`src/rtl/regfile_wb_arbiter.sv`:
```
// Register-file write-back arbiter with a per-register pending-write scoreboard.
// Two write-back sources share one write port, with round-robin arbitration and hazard detection.
module regfile_wb_arbiter (
    input  logic        clk,
    input  logic        rst,
    input  logic        rdy,
    input  logic        flush,
    input  logic        issue_valid,
    input  logic [4:0]  issue_rd,
    output logic        issue_ready,
    input  logic        wb0_valid,
    output logic        wb0_ready,
    input  logic [4:0]  wb0_addr,
    input  logic [31:0] wb0_data,
    input  logic        wb1_valid,
    output logic        wb1_ready,
    input  logic [4:0]  wb1_addr,
    input  logic [31:0] wb1_data,
    output logic        rf_we,
    output logic [4:0]  rf_waddr,
    output logic [31:0] rf_wdata,
    input  logic [4:0]  chk_addr1,
    input  logic [4:0]  chk_addr2,
    output logic        hazard1,
    output logic        hazard2
);

    logic [1:0] cnt_r [32];
    logic       last_grant_r;
    logic       grant0_s;
    logic       grant1_s;
    logic       xfer0_s;
    logic       xfer1_s;
    logic       commit_s;
    logic       claim_s;

    function automatic logic [1:0] cnt_next(input logic [1:0] cur, input logic inc, input logic dec);
        logic [1:0] nxt;
        case ({inc, dec})
            2'b10:   nxt = cur + 2'd1;
            2'b01:   nxt = (cur == 2'd0) ? 2'd0 : cur - 2'd1;
            default: nxt = cur;
        endcase
        return nxt;
    endfunction

    // An in-flight commit of the last pending write already makes the operand visible.
    function automatic logic hazard_f(input logic [4:0] addr, input logic [1:0] cnt,
                                      input logic we, input logic [4:0] waddr);
        return (addr != 5'd0) && (cnt != 2'd0) && !(we && (waddr == addr) && (cnt == 2'd1));
    endfunction

    // Arbitration, handshakes, claim acceptance and hazard lookup.
    always_comb begin
        grant0_s    = wb0_valid && (!wb1_valid || last_grant_r);
        grant1_s    = wb1_valid && (!wb0_valid || !last_grant_r);
        wb0_ready   = rdy && grant0_s;
        wb1_ready   = rdy && grant1_s;
        xfer0_s     = wb0_valid && wb0_ready;
        xfer1_s     = wb1_valid && wb1_ready;
        commit_s    = rf_we && rdy;
        issue_ready = rdy && ((issue_rd == 5'd0) || (cnt_r[issue_rd] != 2'd3));
        claim_s     = issue_valid && issue_ready && (issue_rd != 5'd0);
        hazard1     = hazard_f(chk_addr1, cnt_r[chk_addr1], rf_we, rf_waddr);
        hazard2     = hazard_f(chk_addr2, cnt_r[chk_addr2], rf_we, rf_waddr);
    end

    // Pending-write counters; entry 0 is held at zero so x0 never reports a hazard.
    always_ff @(posedge clk) begin
        if (rst) begin
            for (int i = 0; i < 32; i++) begin
                cnt_r[i] <= 2'd0;
            end
        end else if (rdy) begin
            for (int i = 0; i < 32; i++) begin
                if (flush || (i == 0)) begin
                    cnt_r[i] <= 2'd0;
                end else begin
                    cnt_r[i] <= cnt_next(cnt_r[i],
                                         claim_s && (issue_rd == 5'(i)),
                                         commit_s && (rf_waddr == 5'(i)));
                end
            end
        end else begin
            for (int i = 0; i < 32; i++) begin
                cnt_r[i] <= cnt_r[i];
            end
        end
    end

    // Register-file write port and round-robin history; updates only on a completed transfer.
    always_ff @(posedge clk) begin
        if (rst) begin
            rf_we        <= 1'b0;
            rf_waddr     <= 5'd0;
            rf_wdata     <= 32'd0;
            last_grant_r <= 1'b1;
        end else if (rdy) begin
            if (xfer0_s) begin
                rf_we        <= (wb0_addr != 5'd0);
                rf_waddr     <= wb0_addr;
                rf_wdata     <= wb0_data;
                last_grant_r <= 1'b0;
            end else if (xfer1_s) begin
                rf_we        <= (wb1_addr != 5'd0);
                rf_waddr     <= wb1_addr;
                rf_wdata     <= wb1_data;
                last_grant_r <= 1'b1;
            end else begin
                rf_we        <= 1'b0;
            end
        end else begin
            rf_we        <= rf_we;
            rf_waddr     <= rf_waddr;
            rf_wdata     <= rf_wdata;
            last_grant_r <= last_grant_r;
        end
    end

endmodule

```
`config.mk`:
```
export PLATFORM = sky130hd
export DESIGN_NAME = regfile_wb_arbiter
export DESIGN_NICKNAME = d
export VERILOG_FILES = /design/src/rtl/regfile_wb_arbiter.sv
export SDC_FILE = /design/constraint.sdc
export NUM_CORES = 1
export LEC_CHECK = 0
export CAP_MARGIN = 10
export CORE_UTILIZATION = 31
export DETAILED_ROUTE_END_ITERATION = 16
export PLACE_DENSITY = 0.61
export RECOVER_POWER = 100
export SKIP_CTS_REPAIR_TIMING = 1
export SYNTH_ARGS = -nofsm -noshare
export SYNTH_HDL_FRONTEND = slang
export SYNTH_SLANG_ARGS = --single-unit
```
`constraint.sdc`:
```
create_clock -name clk -period 2.9 [get_ports clk]
set_clock_uncertainty 0.2 [all_clocks]
set_input_delay 0.58 -clock clk [delete_from_list [all_inputs] [get_ports clk]]
set_output_delay 0.58 -clock clk [all_outputs]
set_load 0.05 [all_outputs]
```
After elaboration in Yosys (flattened, before gate mapping)

Memory sizes are Yosys's and may differ from the RTL's.
Cells that the tools add are included.

Register bits: 39
Memory bits (writable): 64
Input bits: 96
Output and inout bits: 43
Logic and storage cells: 696
Memories kept: 1

Memories:

| name  | words | width | rd ports | clocked after memory_dff | wr ports | line | source |
|---|---|---|---|---|---|---|---|
| cnt_r | 32    | 2     | 34       | 0                        | 32       | 28   | `logic [1:0] cnt_r [32];` |

Add/subtract/negate cells: 62
Equal/unequal tests: 130
Multiplexer cells: 274
Bitwise gates (word level): 95
Reduce and logical (&&, ||, !) cells: 130

Operators by type and width:

| cell                                              | count |
|---|---|
| two-way mux 2 bit                                 | 219 |
| == test 5 bit (second input constant)             | 32 |
| case mux 2 bit (2 select lines)                   | 31 |
| OR 1 bit                                          | 95 |
| == test 5 x 4 -> 1 bit (second input constant)    | 16 |
| logical AND 1 bit                                 | 80 |
| == test 2 x 1 -> 1 bit (second input constant)    | 33 |
| two-way mux 32 bit                                | 2 |
| adder 2 x 1 -> 2 bit (second input constant)      | 31 |
| == test 2 bit (second input constant)             | 31 |
| zero test 2 bit                                   | 31 |
| subtractor 2 x 1 -> 2 bit (second input constant) | 31 |
| == test 5 x 3 -> 1 bit (second input constant)    | 8 |
| nonzero test 5 bit                                | 5 |
| == test 5 x 2 -> 1 bit (second input constant)    | 4 |
| two-way mux 1 bit                                 | 20 |
| == test 5 x 1 -> 1 bit (second input constant)    | 2 |
| == test 5 bit                                     | 2 |
| two-way mux 5 bit                                 | 2 |
| nonzero test 2 bit                                | 3 |
| zero test 1 bit                                   | 5 |
| zero test 5 bit                                   | 1 |
| AND reduction 2 bit                               | 2 |
| logical OR 1 bit                                  | 3 |
| 2 further kinds                                   | 2 |

Logic depth before layout (Yosys ltp)

An unclocked memory read counts as a cell.

Depth in word-level cells: 14
Gate-level depth with buffers: 12
Gate-level depth less buffers: 9

Worst setup path before layout

OpenSTA, ideal clock, no wires.

Path type: input to output
Start: input port chk_addr2[0]
End: output port hazard2
Arrival time: 2.781 ns
Path slack: -0.661 ns
Stages: 6
Path buffers: 2
Cells stage by stage: buf_2 -> buf_2 -> mux4_2 -> a21oi_1 -> o221ai_1 -> a31oi_1

Cells in the longest elaborated chain, start to end: 5
Elaborated cells between the ends (all ways): 10
Those cells by class: eq/ne (2); reduce/logical (7); memory (1)

RTL lines:

| item                                                        | line | source |
|---|---|---|
| start: declaration                                          | 23   | `input logic [4:0] chk_addr2,` |
| memory read (32 x 2 bit) or == test 5 bit (tied branches)   | --   |  |
| == test 2 x 1 -> 1 bit or logical AND 1 bit (tied branches) | 50   | `return (addr != 5'd0) && (cnt != 2'd0) && !(we && (waddr == addr) && (cnt == 2'd1));` |
| logical AND 1 bit                                           | 50   |  |
| zero test 1 bit                                             | 50   |  |
| logical AND 1 bit *                                         | 50   |  |
| end: declaration                                            | 25   | `output logic hazard2` |

Every way passes the cells marked *; elsewhere a longest branch is shown, timed or not.

Worst setup path in the final report

Start: input port chk_addr1[2]
End: output port hazard1

Cells in the longest elaborated chain, start to end: 5
Elaborated cells between the ends (all ways): 10
Those cells by class: eq/ne (2); reduce/logical (7); memory (1)

RTL lines:

| item                                                        | line | source |
|---|---|---|
| start: declaration                                          | 22   | `input logic [4:0] chk_addr1,` |
| memory read (32 x 2 bit) or == test 5 bit (tied branches)   | --   |  |
| == test 2 x 1 -> 1 bit or logical AND 1 bit (tied branches) | 50   |  |
| logical AND 1 bit                                           | 50   |  |
| zero test 1 bit                                             | 50   |  |
| logical AND 1 bit *                                         | 50   |  |
| end: declaration                                            | 24   | `output logic hazard1,` |

Marks and branches as above.

==> out/results.txt <==
ant diodes = 0
Synth top area share = 0.2288
hold crit path type = reg2reg
synth cell count leaders = nor2_1 (194), a21oi_1 (99), ha_1 (92), edfxtp_1 (62), mux4_2 (47)
dpl cells = 1347
WL final = 26230 um
Overall Power = 4.645 mW
Post-DP Area = 0.01056 mm2
crit path max fanout = 3
Gate Count Post-Synth = 852
Final Cycle Share = 1.090
crit-path leading delay family = buffers and inverters
Worst Setup Start Kind = primary input
DRT iter0 DRCs = 561
largest family of logic cells by synthesized area = multiplexers
ys async rst share = 0
Pleak = 4.583 nW
status = finished with violations
TritonCTS Buffers = 9
PD cells = 412.4 mW/mm2
Seq/Total Area, Yosys = 0.3247
post-synthesis xor/xnor area fraction = 0.01076
Clock Tree Buf Depth = 2
RePlAce Congestion = 0.9211
post-layout worst setup margin = -0.2619 ns
Hold Vio Cnt, Final = 0
measured slew at the worst slew-check pin = 0.9169 ns
die width = 164.0 um
Worst EP required = 2.12 ns
failing checks = setup timing
PortBufs = 138
Final TNS setup = -1.589 ns
number of global-route vias before repair = 7214
Post-Syn Nets = 1040
Die ar. = 0.02690 mm2
synth unique cells = 46
P&R area growth vs syn = 38.42%
first-pass GRT wire length = 40190 um
all-layer global routing usage = 0.1978
wire per inst = 18.94 um
Initial Utilization = 0.3195
largest net degree at the start of global routing = 62
Synth warnings = 0
Worst path slowest cell = clkdlybuf4s50_1
Reg clk slew, reported paths = 0.07 ns
CTS tree = yes
post-synth top area cell = edfxtp_1
simple-gate share of the synthesized area = 0.1610
Root Buffer = clkbuf_16
adder-cell area share of the yosys netlist = 0.1415
ys flop type = edfxtp_1
VDD IR max = 379.3 uV
Die Y = 164.0 um
DP Wirelength = 20130 um
Synth Area per Inst = 9.551 um2
Post-Layout Inst Area = 0.01126 mm2
Fmax = 316.3 MHz
Final #Nets = 1239
Compound-Gate Fraction of Synth Area = 0.1253
Post-synth EDFFs = 62
Clock Sinks = 101
layout cells sized above 1 = 0.2066
Post-Syn Area = 0.008138 mm2
crit path buf inv count = 2
DR pass1 iterations = 6
Seq cells post-synth = 101
mux cell area share after synthesis = 0.1877
CTS H-tree lvls = 3
Final Setup Violations = 39
most frequent cell after synthesis = nor2_1
Congestion Overflow GR = 0
Core Util, Final = 0.4422
max cap viols = 0
final std cells w/o fill = 1385
latest clock arrival within the worst-skew pair = 0.35 ns
Ports = 139
clock period minus worst slack = 3.162 ns
endpoint class of the critical path = output pin
Via Count = 7415
Largest stage delay, worst path = 0.50 ns
initial antenna violation count = 1
Max Slew Vio Count = 0
Post-route DRC = 0
core area = 0.02547 mm2
RSZ-0062 raised after global routing = yes
row cnt = 58
post-route ant nets = 0
Crit Path Class = in2out
WP data arrival = 2.38 ns
CP cell instances = clkdlybuf4s50_1 -> xor2_1 -> nor4_1 -> nand3_1 -> a211oi_4 -> a21oi_4 -> buf_6
largest cells by area after synthesis = edfxtp_1 (23%), ha_1 (14%), mux4_2 (13%)
via density per instance = 5.354
relative slew slack = 0.3881
[through the flow]
step	worst slack, ns	hold WS, ns
global placement	-0.7203	0.2863
CTS	-0.7416	0.2997
detailed placement	-0.7254	0.2899
floorplan	-0.05270	0.2825
global route	-0.2995	0.3133
finish	-0.2619	0.2945
[registers in the layout, summed over array words and instances, names as in the netlist]
signal and flops:
last_grant_r 1, cnt_r 62, rf_wdata 32, rf_we 1, rf_waddr 5
[power breakdown]
part	internal, mW	total (mW)	leakage (nW)	switching (mW)
Sequential	1.65	1.81	0.990	0.157
Clock	0.925	1.48	0.170	0.554
Combinational	0.659	1.36	3.42	0.701
Total	3.23	4.65	4.58	1.41
[per-layer routing]
layer	routed length (um)	track usage
met5	17	0
met4	626	0.06061
met3	2527	0.04722
met2	11730	0.3139
met1	11320	0.2649
[worst paths after layout]
check	start	endpoint	slack, ns	depth (start not counted)
max	chk_addr1[2]	hazard1	-0.26	7
min	rf_wdata[4]	rf_wdata[4]	0.29	2
max reg2reg	cnt_r[12][1]	cnt_r[1][0]	-0.07	8
min reg2reg	rf_wdata[4]	rf_wdata[4]	0.29	2
[final cells by class]
cell class	count	area (um2)
fill	2464	14210
multi-input combinational	660	5286
sequential	101	2643
timing repair buffer	245	2442
tap	330	412.9
clock buffer	10	229.0
inverter	34	127.6
clock inverter	5	123.9
[cell families after synthesis]
logic type | after synthesis
buffers and inverters | 91
adder cells (fa/ha/maj) | 92
flip-flops | 101
AO/OA/AOI/OAI | 165
XOR/XNOR | 10
AND/OR/NAND/NOR | 300
multiplexers | 93
[worst register-to-register path, stage by stage (launching register included)]
cell	delay, ns
edfxtp_1	0.51
mux4_2	0.50
mux2_2	0.27
nand2_1	0.07
o32a_2	0.16
clkbuf_2	0.28
nand4_1	0.15
ha_1	0.31
a21oi_2	0.22
[layout by cell type (no fill, tap or decap), types with 4 or more instances in the layout]
| master | count |
|---|---|
| a211oi_1 | 33 |
| mux4_2 | 47 |
| buf_12 | 13 |
| nor2b_1 | 5 |
| o21ai_0 | 4 |
| a21oi_1 | 79 |
| clkbuf_4 | 4 |
| nand4_1 | 7 |
| buf_4 | 75 |
| nand3b_1 | 5 |
| xor2_1 | 8 |
| dfxtp_1 | 39 |
| clkbuf_1 | 6 |
| ha_1 | 92 |
| clkbuf_16 | 15 |
| and2_1 | 4 |
| bufinv_16 | 4 |
| dlygate4sd3_1 | 36 |
| and3_1 | 8 |
| a21oi_2 | 18 |
| inv_1 | 34 |
| a222oi_1 | 4 |
| mux2_2 | 7 |
| nand3_1 | 16 |
| nand2b_1 | 10 |
| a22oi_1 | 4 |
| nand2_1 | 26 |
| mux2i_1 | 38 |
| dlymetal6s2s_1 | 5 |
| nor2_1 | 193 |
| buf_6 | 9 |
| nor3_1 | 9 |
| clkdlybuf4s50_1 | 87 |
| edfxtp_1 | 62 |
No activity file was read; power rests on OpenSTA's default activity.
